$ cat src/rtl/avalon_st_pkt_arbiter.sv
`default_nettype none
// ============================================================================
// Module      : avalon_st_pkt_arbiter
// Description : Packet-level round-robin arbiter sharing one Avalon-ST
//               datapath between NUM_INPUTS sources. A grant is held from a
//               packet's first beat through its eop beat, so packets are never
//               interleaved. One bubble cycle is spent in IDLE per packet.
// Ports       : clk, rst          - clock, asynchronous active-high reset
//               in_valid/in_ready - per-input handshake
//               in_data/in_sop/in_eop/in_empty - per-input payload (packed)
//               out_valid/out_ready/out_data/out_sop/out_eop/out_empty
//                                 - shared output stream
//               grant_idx, busy   - current grant (valid while busy=1)
//               orphan_cnt        - drained orphan beats (optional feature)
// Options     : AVST_ARB_DROP_ORPHAN_EN - when defined, IDLE drains beats
//               without sop, counts them on orphan_cnt and only grants
//               inputs presenting sop.
// Revision    : 1.0 - initial release
// ============================================================================
module avalon_st_pkt_arbiter #(
    parameter int NUM_INPUTS  = 4,
    parameter int DATA_WIDTH  = 128,
    parameter int EMPTY_WIDTH = 4
) (
    input  logic                              clk,
    input  logic                              rst,
    input  logic [NUM_INPUTS-1:0]             in_valid,
    output logic [NUM_INPUTS-1:0]             in_ready,
    input  logic [NUM_INPUTS*DATA_WIDTH-1:0]  in_data,
    input  logic [NUM_INPUTS-1:0]             in_sop,
    input  logic [NUM_INPUTS-1:0]             in_eop,
    input  logic [NUM_INPUTS*EMPTY_WIDTH-1:0] in_empty,
    output logic                              out_valid,
    input  logic                              out_ready,
    output logic [DATA_WIDTH-1:0]             out_data,
    output logic                              out_sop,
    output logic                              out_eop,
    output logic [EMPTY_WIDTH-1:0]            out_empty,
    output logic [$clog2(NUM_INPUTS)-1:0]     grant_idx,
    output logic                              busy
`ifdef AVST_ARB_DROP_ORPHAN_EN
    ,
    output logic [15:0]                       orphan_cnt
`endif
);

    localparam int c_GW = $clog2(NUM_INPUTS);

    localparam logic [0:0] c_ST_IDLE  = 1'b0;
    localparam logic [0:0] c_ST_GRANT = 1'b1;

    logic [0:0]             r_state;
    logic [0:0]             w_state_nxt;
    logic [c_GW-1:0]        r_grant;
    logic [c_GW-1:0]        r_rr_ptr;
    logic [c_GW-1:0]        w_winner;
    logic                   w_found;
    logic [NUM_INPUTS-1:0]  w_eligible;
    logic                   w_sel_valid;
    logic [DATA_WIDTH-1:0]  w_sel_data;
    logic                   w_sel_sop;
    logic                   w_sel_eop;
    logic [EMPTY_WIDTH-1:0] w_sel_empty;
    logic                   w_eop_xfer;

`ifdef AVST_ARB_DROP_ORPHAN_EN
    // Only packet starts compete; a beat without sop in IDLE is an orphan.
    assign w_eligible = in_valid & in_sop;
`else
    assign w_eligible = in_valid;
`endif

    // Round-robin scan: first eligible input at or above r_rr_ptr, wrapping.
    always_comb begin
        w_found  = 1'b0;
        w_winner = '0;
        for (int k = 0; k < NUM_INPUTS; k++) begin
            if (!w_found && w_eligible[(int'(r_rr_ptr) + k) % NUM_INPUTS]) begin
                w_found  = 1'b1;
                w_winner = c_GW'((int'(r_rr_ptr) + k) % NUM_INPUTS);
            end
        end
    end

    // Payload mux from the granted input.
    always_comb begin
        w_sel_valid = 1'b0;
        w_sel_data  = '0;
        w_sel_sop   = 1'b0;
        w_sel_eop   = 1'b0;
        w_sel_empty = '0;
        for (int i = 0; i < NUM_INPUTS; i++) begin
            if (c_GW'(i) == r_grant) begin
                w_sel_valid = in_valid[i];
                w_sel_data  = in_data[i*DATA_WIDTH +: DATA_WIDTH];
                w_sel_sop   = in_sop[i];
                w_sel_eop   = in_eop[i];
                w_sel_empty = in_empty[i*EMPTY_WIDTH +: EMPTY_WIDTH];
            end
        end
    end

    assign busy       = (r_state == c_ST_GRANT);
    assign grant_idx  = r_grant;
    assign out_valid  = busy & w_sel_valid;
    assign out_data   = w_sel_data;
    assign out_sop    = w_sel_sop;
    assign out_eop    = w_sel_eop;
    assign out_empty  = w_sel_empty;
    assign w_eop_xfer = busy & w_sel_valid & out_ready & w_sel_eop;

    // Ready in GRANT follows out_ready only, never the input's own valid.
    always_comb begin
        in_ready = '0;
        if (r_state == c_ST_GRANT) begin
            in_ready[r_grant] = out_ready;
        end
`ifdef AVST_ARB_DROP_ORPHAN_EN
        else begin
            in_ready = in_valid & ~in_sop;
        end
`endif
    end

    // Next-state logic.
    always_comb begin
        w_state_nxt = r_state;
        case (r_state)
            c_ST_IDLE:  if (w_found)    w_state_nxt = c_ST_GRANT;
            c_ST_GRANT: if (w_eop_xfer) w_state_nxt = c_ST_IDLE;
            default:                    w_state_nxt = c_ST_IDLE;
        endcase
    end

    always_ff @(posedge clk or posedge rst) begin
        if (rst) begin
            r_state  <= c_ST_IDLE;
            r_grant  <= '0;
            r_rr_ptr <= '0;
        end else begin
            r_state <= w_state_nxt;
            if (r_state == c_ST_IDLE && w_found) begin
                r_grant <= w_winner;
            end
            // Priority moves just past the input whose packet completed.
            if (w_eop_xfer) begin
                r_rr_ptr <= (r_grant == c_GW'(NUM_INPUTS - 1)) ? '0
                                                               : r_grant + c_GW'(1);
            end
        end
    end

`ifdef AVST_ARB_DROP_ORPHAN_EN
    logic [NUM_INPUTS-1:0] w_drain;
    logic [16:0]           w_cnt_sum;
    logic [15:0]           r_orphan_cnt;

    // Several inputs may drain in the same cycle; add all of them, then saturate.
    always_comb begin
        w_drain   = (r_state == c_ST_IDLE) ? (in_valid & ~in_sop) : '0;
        w_cnt_sum = {1'b0, r_orphan_cnt};
        for (int i = 0; i < NUM_INPUTS; i++) begin
            w_cnt_sum = w_cnt_sum + 17'(w_drain[i]);
        end
    end

    always_ff @(posedge clk or posedge rst) begin
        if (rst) begin
            r_orphan_cnt <= '0;
        end else begin
            r_orphan_cnt <= w_cnt_sum[16] ? 16'hFFFF : w_cnt_sum[15:0];
        end
    end

    assign orphan_cnt = r_orphan_cnt;
`endif

endmodule
`default_nettype wire

$ cat config.mk
export PLATFORM = sky130hd
export DESIGN_NAME = avalon_st_pkt_arbiter
export DESIGN_NICKNAME = d
export VERILOG_FILES = /design/src/rtl/avalon_st_pkt_arbiter.sv
export SDC_FILE = /design/constraint.sdc
export NUM_CORES = 1
export LEC_CHECK = 0
export ABC_AREA = 1
export BUFFER_PORTS_ARGS = -buffer_cell sky130_fd_sc_hd__buf_2
export CAP_MARGIN = 10
export CORE_AREA = 3 3 263 265
export CTS_BUF_LIST = sky130_fd_sc_hd__clkbuf_16
export DETAILED_ROUTE_END_ITERATION = 10
export DIE_AREA = 0 0 266 268
export HOLD_SLACK_MARGIN = 0.08
export SETUP_SLACK_MARGIN = 0.2
export SLEW_MARGIN = 0
export SYNTH_ARGS = -nofsm -noshare
export SYNTH_HDL_FRONTEND = slang
export SYNTH_SLANG_ARGS = --single-unit
$ cat constraint.sdc
create_clock -name clk -period 4.27 [get_ports clk]
set_input_delay 0.854 -clock clk [delete_from_list [all_inputs] [get_ports clk]]
set_output_delay 0.854 -clock clk [all_outputs]
set_load 0.005 [all_outputs]
After elaboration in Yosys (flattened, before gate mapping). Cells that the tools add are included.

Flip-flop bits (word level): 5. Word-level logic and storage cells: 83.

$add $sub $neg: 4. $lt $le $gt $ge: 6. Equality and inequality tests: 4. Muxes and demuxes: 46. Bitwise operators: 8. Reduce and logical (&&, ||, !) cells: 12.

Operators by type and width (number): $mux W128 (4); $mux W1 (26); $mux W4 (5); $lt A3 B4 Y1 const B (3); $mux W2 (5); $bmux W1 S2 (4); $lt A2 B3 Y1 const B (2); $reduce_or A2 Y1 (3); $logic_and A1 B1 Y1 (5); $add A2 B1 Y2 const B (2); $add A2 B2 Y2 const B (2); $and A4 B4 Y4 (1); $eq A2 B2 Y1 const A (2); $and A1 B1 Y1 (3); $and A1 B1 Y1 const A (3); $logic_not A1 Y1 (3); $demux W1 S2 (1); $eq A1 B2 Y1 const A (1); $eq A2 B2 Y1 const B (1); $ge A2 B1 Y1 const B (1); $logic_not A2 Y1 (1); $pmux W1 S2 (1); $not A1 Y1 (1).

Longest topological paths before layout. Gate-level depths: netlist of run 1.

Word-level depth: 16. Depth in mapped cells: 13.

Least setup slack after synthesis of run 1. OpenSTA, ideal clock, no wires.

Kind: register -> output. From: register r_grant[0] (netlist: grant_idx[0]). To: output port out_data[118]. Arrival: 1571 ps. Setup slack: 1845 ps. Cell stages (with the launch flop): 8. Buffers on the path: 2. Path through: dfrtp_1 > inv_1 > ha_1 > inv_2 > clkbuf_1 > clkbuf_1 > o211ai_1 > nand2_1.

Word-level cells in the longest chain between the ends: 5. Elaborated cells between the ends (all ways): 8.

RTL lines: from (decl) (line 54) `logic [c_GW-1:0] r_grant;`; from (signal assigned) (line 143) `r_grant <= w_winner;`; $logic_not A2 Y1 (line 93) `if (c_GW'(i) == r_grant) begin`; $mux W128 (3 in series) (line 93); $mux W128 (*) (line 93); to (decl) (line 35) `output logic [DATA_WIDTH-1:0] out_data,`.

Every way passes the cells marked *; elsewhere a longest branch is shown, timed or not.

Final worst setup path of run 1.
From: register r_grant[0] (netlist: grant_idx[0]). To: output port out_data[52].

Same word-level chain as after synthesis.

==> results.md, run 1 <==
- Die ar.: 0.07129 mm2
- #FFs+latches synth: 5
- DR vias/cell: 3.986
- Async set-or-reset flop fraction in the synthesized netlist: 1.000
- Number of antenna violations at the first check in global routing: 38
- Warnings, synthesis: 0
- Fin Hold WS: 0.5287 ns
- Buffering stage count on the worst path with inverters included: 4
- Vias in the first global route: 9337
- Reported max-cap violation count: 0
- Maximum ir drop on the vdd rail: 0.2490 mV
- Share of cells above drive strength 1: 0.4569
- CTS tree: yes
- Hold violation total from the final report: 0
- Die Y: 268 um
- Fill cells: 7900
- Site Rows: 95
- Fin Clk Skew: 0.0003872 ns
- Number of enable-type register cells in the synthesized netlist: 0
- Detailed-placement wirelength estimate: 47370 um
- Global placement routability congestion: 0.8979
- Post-detailed-route count of antenna-violating nets: 0
- Initial Utilization: 0.07473
- Final setup viols: 0
- Detailed-routing iteration count for the pre-antenna-repair pass: 5
- Signed area change from the synthesized netlist to the final layout: 90.11%
- Achievable Freq: 275.8 MHz
- Max-slew headroom at the worst pin: 0.5134
- Shortest period the worst path allows: 3.626 ns
- Hold bufs inserted after CTS: 0
- Top post-synthesis cells by area: sky130_fd_sc_hd__nand2_1 (24%), sky130_fd_sc_hd__o211ai_1 (20%), sky130_fd_sc_hd__o21ai_0 (14%)
- Number of buffers added for setup after CTS: 0
- Num CTS Buffers: 3
- Peak per-stage delay on the critical path: 0.56 ns
- Transition time of the tightest slew-check pin: 0.7299 ns
- Post-synthesis share of cell area spent on and, or, nand and nor gates: 0.3729
- Synthesized-area fraction occupied by adder cells: 0.009990
- Via total after detailed routing: 10.05k
- Number of standard cells after synthesis: 1020
- TNS Setup: 0 ns
- Clock-pin slew of the registers on the worst-case setup and hold paths: 0.03 ns
- Multiplexer share of the synthesized area: 0
- Count of buffers inserted at the top-level ports: 684
- Yosys top cell area share: 0.2368
- Family with the most delay on the worst path: buffers and inverters
- Setup Crit Path Kind: flip-flop to output pin
- Nets@finish: 2185
- Count of routing violations after the opening detailed-route iteration: 795
- Required @ worst endpoint: 3.42 ns
- Wire length of the first global-routing pass: 71290 um
- Clock sink count: 5
- Syn Std Cell Area: 0.005010 mm2
- DRC viols: 0
- Post-cts gate resize count: 0
- Cell mode on critical path: sky130_fd_sc_hd__buf_4
- Largest net degree at the start of global routing: 135
- Setup crit end kind: output pin
- Syn_nets: 1567
- P per Cell Area: 701.8 mW/mm2
- Cell with the most instances after synthesis: sky130_fd_sc_hd__nand2_1
- Arrival time at the worst endpoint: 2.77 ns
- Most instantiated cells after synthesis: sky130_fd_sc_hd__nand2_1 (316), sky130_fd_sc_hd__nor2_1 (138), sky130_fd_sc_hd__o21ai_0 (136)
- Overall track demand over capacity in global routing: 0.1406
- CTS Buffer Depth: 2
- Fin util: 0.1421
- Die Span X: 266 um
- Residual overflow from global routing: 0
- Setup repair after global routing missed its margin: no
- Class of the most critical hold timing path: input pin to async pin
- I/O pin count: 685
- Final Routed Wirelength: 54870 um
- Dominant combinational cell family by area after synthesis: compound AO/OA/AOI/OAI gates
- Standard cell with the maximum stage delay on the critical path: sky130_fd_sc_hd__ha_4
- Compound-Gate Fraction of Synth Area: 0.4808
- XOR/XNOR Fraction of Synth Area: 0
- Yosys top cell by area: sky130_fd_sc_hd__nand2_1
- Cell Chain, Critical Path: inv_1, ha_4, buf_4, buf_4, a21oi_1, o21ai_0, o211ai_1, nand2_1, buf_2
- DR WL/cell: 21.76 um
- Clock H-tree levels: 1
- Dominant register cell in the synthesized netlist: sky130_fd_sc_hd__dfrtp_1
- Ratio of final minimum period to clock period: 0.8492
- CORE AREA: 0.06704 mm2
- Leakage power: 4.869 nW
- Slew Limit Fails: 0
- Total power of the final layout: 0.006684 W
- Insertion delay of the later-clocked pin in the worst-skew pair: 0.22 ns
- Maximum net fanout on the critical path: 36
- Proportion of synthesized chip area in sequential cells: 0.02498
- Critical path launch point type: flip-flop
- Mean post-synth cell area: 4.912 um2
- Clock root buffer: sky130_fd_sc_hd__clkbuf_16
- Result of the run: finished, final reports clean
- Synth unique cells: 25
power by group:
part           total, W  switching [W]  leakage, nW  internal, W
combinational   0.00642        0.00421         4.77      0.00221
clock          0.000151      0.0000297       0.0424     0.000121
sequential     0.000114      0.0000468       0.0609    0.0000673
state kept, by name, summed over array words and instances, names as in the netlist:
register / count
grant_idx: 2
busy: 1
r_rr_ptr: 2
per-layer routing:
metal / track usage / vias to the layer above / part of all wire
li1: - / 4752 / -
met1: 0.1738 / 4495 / 0.40
met2: 0.2469 / 705 / 0.48
met4: 0.03156 / 24 / 0.022
met5: 0.01582 / - / 0.0054
met3: 0.03214 / 77 / 0.093
area by class of cell:
class / instances / area, um2 / area share
inverter: 20 / 92.59 / 0.009721
timing repair buffer: 718 / 3741 / 0.3928
antenna: 12 / 30.03 / 0.003153
multi-input combinational: 890 / 4364 / 0.4582
clock buffer: 3 / 75.07 / 0.007882
clock inverter: 1 / 3.754 / 0.0003941
sequential: 5 / 125.1 / 0.01314
tap: 873 / 1092 / 0.1147
cells by family (layout without fill, tap and decap cells):
family,after synthesis,count (layout)
and+or+nand+nor,476,476
other,0,12
adders and majority gates,4,4
DFF,5,5
AOI/OAI and AO/OA,410,410
buffers and inverters,125,742
worst paths after layout:
| kind | from | endpoint | slack (ns) | depth (start not counted) |
|---|---|---|---|---|
| hold / removal | rst | grant_idx[0] | 0.53 | 2 |
| setup reg to reg | grant_idx[0] | r_rr_ptr[0] | 1.71 | 11 |
| hold reg to reg | busy | busy | 0.60 | 2 |
| setup / recovery | grant_idx[0] | out_data[52] | 0.64 | 9 |
| max in group asynchronous | rst | r_rr_ptr[0] | 3.57 | 2 |
| min in group clk | busy | busy | 0.60 | 2 |
placed cells by master, fill, tap and decap left out:
master / Yosys / routed
sky130_fd_sc_hd__nand2_1: 316 / 316
sky130_fd_sc_hd__nand2_2: 7 / 7
sky130_fd_sc_hd__o21ai_1: 2 / 2
sky130_fd_sc_hd__nand2_4: 2 / 2
sky130_fd_sc_hd__dfrtp_1: 5 / 5
sky130_fd_sc_hd__buf_2: 32 / 684
sky130_fd_sc_hd__inv_1: 13 / 13
sky130_fd_sc_hd__nor2_1: 138 / 138
sky130_fd_sc_hd__ha_1: 4 / 1
sky130_fd_sc_hd__ha_4: 0 / 3
sky130_fd_sc_hd__nand4_1: 1 / 1
sky130_fd_sc_hd__o211ai_2: 1 / 1
sky130_fd_sc_hd__a21oi_1: 135 / 135
sky130_fd_sc_hd__o21ai_0: 136 / 136
sky130_fd_sc_hd__nand3_1: 7 / 7
sky130_fd_sc_hd__diode_2: 0 / 12
sky130_fd_sc_hd__clkbuf_16: 0 / 3
sky130_fd_sc_hd__inv_6: 0 / 2
sky130_fd_sc_hd__a21oi_4: 1 / 1
sky130_fd_sc_hd__nand3_2: 3 / 3
sky130_fd_sc_hd__a21boi_0: 1 / 1
sky130_fd_sc_hd__or2_2: 1 / 1
sky130_fd_sc_hd__nor2_8: 1 / 1
sky130_fd_sc_hd__inv_8: 0 / 1
sky130_fd_sc_hd__buf_12: 0 / 5
sky130_fd_sc_hd__o211ai_1: 134 / 134
sky130_fd_sc_hd__buf_4: 9 / 29
sky130_fd_sc_hd__inv_2: 7 / 5
per-stage QoR:
step / setup slack [ns] / instances / instance area [um2]
2_1_floorplan: 1.845 / 1020 / 5010
3_3_place_gp: 0.8876 / 2506 / 9415
3_5_place_dp: 0.8406 / 2506 / 9415
4_1_cts: 0.5981 / 2510 / 9494
5_1_grt: 0.4401 / 2518 / 9514
6_report: 0.6439 / 2522 / 9524
worst register-to-register path, delay by kind of cell (launching register included):
family	cells	cell delay [ns]
adder cells (fa/ha/maj)	1	0.32
buffers and inverters	3	0.97
AO/OA/AOI/OAI	2	0.17
flip-flops	1	0.48
AND/OR/NAND/NOR	5	0.50
Power figures use the tool's default switching activity.
==> inputs of run 2 (changes only) <==
ABC_AREA = 0   (was 1)
CORE_AREA = 3 3 264 266   (was 3 3 263 265)
DIE_AREA = 0 0 267 269   (was 0 0 266 268)
clock period = 3.49 ns   (was 4.27 ns; I/O delays follow)
==> run 2 against run 1 <==
  * Hold slack lost 0.14 ns
  * Count of clock-buffer cells in the layout is the same
  * Via count shrank 6.2%
  * Register-to-register slack lost 0.60 ns
  * Global-route usage shrank 2.5 points
  * Non-clock buffer count grew 7
  * Sequential cell count is the same
  * Routed wire length shrank 16%
  * Total power grew 12%
  * Worst setup slack lost 0.28 ns
  * Die area grew 0.75%
==> results.md, run 2 <==
- Insertion delay of the later-clocked pin in the worst-skew pair: 0.23 ns
- Most frequent standard cell in the layout excluding fill and tap cells: sky130_fd_sc_hd__buf_2
- Result of the run: finished, final reports clean
- Syn Std Cell Area: 0.004928 mm2
- Yosys top cell by area: sky130_fd_sc_hd__a21oi_1
- Area occupied by multi-input gates: 0.004388 mm2
- Transition time of the tightest slew-check pin: 0.5789 ns
- Initial Utilization: 0.07326
- Slew Limit Fails: 0
- Setup crit end kind: output pin
- Clock H-tree levels: 1
- Number of standard cells after synthesis: 953
- Nets@finish: 2125
- Achievable Freq: 319.5 MHz
- CORE AREA: 0.06728 mm2
- Reported max-cap violation count: 0
- Cell mode on critical path: sky130_fd_sc_hd__a21oi_1
- Hold violation total from the final report: 0
- Internal power consumption: 0.003038 W
- Most instantiated cells after synthesis: sky130_fd_sc_hd__a21oi_1 (269), sky130_fd_sc_hd__nand2_1 (269), sky130_fd_sc_hd__o21ai_0 (135)
- Synthesized-area fraction occupied by adder cells: 0.01015
- I/O pin count: 685
- DR vias/cell: 3.828
- Maximum net fanout on the critical path: 43
- Post-synthesis share of cell area spent on and, or, nand and nor gates: 0.4326
- TNS Setup: 0 ns
- Proportion of power drawn by flip-flops and latches: 0.018
- Power spent charging and discharging nets: 0.004467 W
- Number of enable-type register cells in the synthesized netlist: 0
- Critical path launch point type: flip-flop
- Warnings, synthesis: 0
- Post-detailed-route count of antenna-violating nets: 0
- CTS Buffer Depth: 2
- Final setup viols: 0
- Count of routing violations after the opening detailed-route iteration: 562
- Via total after detailed routing: 9432
- Die ar.: 0.07182 mm2
- Final Routed Wirelength: 46020 um
- #FFs+latches synth: 5
- Commonest cells after routing, fill and taps aside: sky130_fd_sc_hd__buf_2 (683), sky130_fd_sc_hd__a21oi_1 (269), sky130_fd_sc_hd__nand2_1 (269), sky130_fd_sc_hd__nand3b_1 (134), sky130_fd_sc_hd__o21ai_0 (124)
- DRC viols: 0
- Proportion of synthesized chip area in sequential cells: 0.02539
- Setup repair after global routing missed its margin: yes
- Site Rows: 95
- Mean post-synth cell area: 5.172 um2
- Standard cell with the maximum stage delay on the critical path: sky130_fd_sc_hd__dfrtp_1
- Hold bufs inserted after CTS: 0
- Largest net degree at the start of global routing: 104
- Fill cells: 7886
- Ratio of final minimum period to clock period: 0.8969
- Signed area change from the synthesized netlist to the final layout: 95.48%
- Shortest period the worst path allows: 3.130 ns
- Max-slew headroom at the worst pin: 0.6141
- Vias in the first global route: 8622
- DR WL/cell: 18.68 um
- Clock sink count: 5
- Setup Crit Path Kind: flip-flop to output pin
- Clock-pin slew of the registers on the worst-case setup and hold paths: 0.03 ns
- Yosys top cell area share: 0.2732
- Num CTS Buffers: 3
- Required @ worst endpoint: 2.79 ns
- Global placement routability congestion: 0.8387
- Compound-Gate Fraction of Synth Area: 0.4288
- Dominant register cell in the synthesized netlist: sky130_fd_sc_hd__dfrtp_1
- Share of cells above drive strength 1: 0.4686
- Synth unique cells: 31
- Syn_nets: 1500
- Clock root buffer: sky130_fd_sc_hd__clkbuf_16
- Top post-synthesis cells by area: sky130_fd_sc_hd__a21oi_1 (27%), sky130_fd_sc_hd__nand2_1 (20%), sky130_fd_sc_hd__nand3b_1 (20%)
- Arrival time at the worst endpoint: 2.43 ns
- Leakage power: 4.398 nW
- Fin Hold WS: 0.3881 ns
- Multiplexer share of the synthesized area: 0.007108
- Fin Clk Skew: 0.001717 ns
- Overall track demand over capacity in global routing: 0.1156
- Count of buffers inserted at the top-level ports: 684
- P per Cell Area: 779.0 mW/mm2
- Die Y: 269 um
- Family with the most delay on the worst path: buffers and inverters
- XOR/XNOR Fraction of Synth Area: 0
- Detailed-routing iteration count for the pre-antenna-repair pass: 5
- Combinational share of power: 0.957
- Dominant combinational cell family by area after synthesis: simple AND/OR/NAND/NOR gates
- Wire length of the first global-routing pass: 59330 um
- Part of the power in the clock network: 0.025
- Maximum ir drop on the vdd rail: 0.4427 mV
- Class of the most critical hold timing path: input pin to async pin
- Number of antenna violations at the first check in global routing: 25
- Residual overflow from global routing: 0
- FF+latch area: 125.1 um2
- Peak per-stage delay on the critical path: 0.44 ns
- CTS tree: yes
- Cell Chain, Critical Path: inv_1, ha_4, buf_4, buf_12, nand3b_1, a21oi_1, a21oi_1, o21ai_0, buf_2
- Detailed-placement wirelength estimate: 40190 um
- Buffering stage count on the worst path with inverters included: 4
- Die Span X: 267 um
- Fraction of power spent switching nets: 0.5952
- Async set-or-reset flop fraction in the synthesized netlist: 1.000
run 2: cell count changes after synthesis, sizes merged, moves of 16 or more:
cell / previous run / this run
a21oi: 136 / 269
inv: 20 / 4
nand2: 325 / 269
nand3b: 0 / 135
nor2: 139 / 2
o211ai: 135 / 0
run 2: cell families (layout without fill, tap and decap cells):
| family | after synthesis | after routing |
|---|---|---|
| buf+inv | 109 | 733 |
| other cells | 0 | 14 |
| fa+ha+maj | 4 | 4 |
| compound gates | 413 | 413 |
| flops | 5 | 5 |
| mux | 3 | 3 |
| simple gates | 419 | 419 |
run 2: metal layers:
| layer | routed length (um) | global-route usage | share of wire | vias to the layer above |
|---|---|---|---|---|
| li1 | - | - | - | 4599 |
| met1 | 16850 | 0.1241 | 0.37 | 4194 |
| met2 | 22180 | 0.2073 | 0.48 | 560 |
| met3 | 5172 | 0.04234 | 0.11 | 67 |
| met4 | 1750 | 0.04446 | 0.038 | 12 |
| met5 | 67 | 0 | 0.0015 | - |
run 2: worst reg2reg max path, cell delays in order, from the launching register on:
cell                       delay (ns)
sky130_fd_sc_hd__dfrtp_1         0.44
sky130_fd_sc_hd__inv_1           0.20
sky130_fd_sc_hd__ha_4            0.30
sky130_fd_sc_hd__buf_4           0.17
sky130_fd_sc_hd__buf_12          0.18
sky130_fd_sc_hd__a211oi_2        0.12
sky130_fd_sc_hd__a211oi_4        0.32
sky130_fd_sc_hd__nand4_2         0.20
sky130_fd_sc_hd__mux2_4          0.33
run 2: area by class of cell:
class	count	area share
multi-input combinational	839	0.4555
timing repair buffer	725	0.4048
tap	873	0.1134
sequential	5	0.01299
clock buffer	3	0.007792
antenna	14	0.003636
inverter	4	0.001558
clock inverter	1	0.0003896
run 2: path summary, 6_finish.rpt:
check                        startpoint      endpoint  slack (ns)  cells after the start
setup / recovery           grant_idx[1]  out_empty[3]        0.36                      9
hold / removal                      rst          busy        0.39                      2
setup reg to reg           grant_idx[1]   r_rr_ptr[1]        1.11                      8
hold reg to reg             r_rr_ptr[0]   r_rr_ptr[0]        0.53                      1
max in group asynchronous           rst  grant_idx[0]        2.93                      2
min in group clk            r_rr_ptr[0]   r_rr_ptr[0]        0.53                      1
run 2: power by group through the flow:
stage          Clock (W)  Sequential [W]  Combinational (W)
2_1_floorplan          0        0.000113            0.00348
3_3_place_gp           0        0.000132            0.00722
3_5_place_dp           0        0.000136            0.00721
4_1_cts         0.000191        0.000136            0.00731
5_1_grt         0.000195        0.000141            0.00793
6_report        0.000188        0.000135            0.00718
run 2: metrics by stage:
step / instance area [um2] / setup WS (ns) / cells / util / total power (W)
5_1_grt: 9624 / 0.1608 / 2460 / 0.1431 / 0.008267
6_report: 9634 / 0.3597 / 2464 / 0.1432 / 0.007505
3_3_place_gp: 9454 / 0.05619 / 2439 / 0.1405 / 0.007351
4_1_cts: 9555 / 0.1673 / 2445 / 0.1420 / 0.007634
2_1_floorplan: 4928 / 1.172 / 953 / - / 0.003593
3_5_place_dp: 9454 / 0.09890 / 2439 / 0.1405 / 0.007346
run 2: timing repair:
item	CTS	global route
pin swaps	1	0
setup buffers	2	5
setup endpoints to repair	9	10
gates resized for setup	8	6
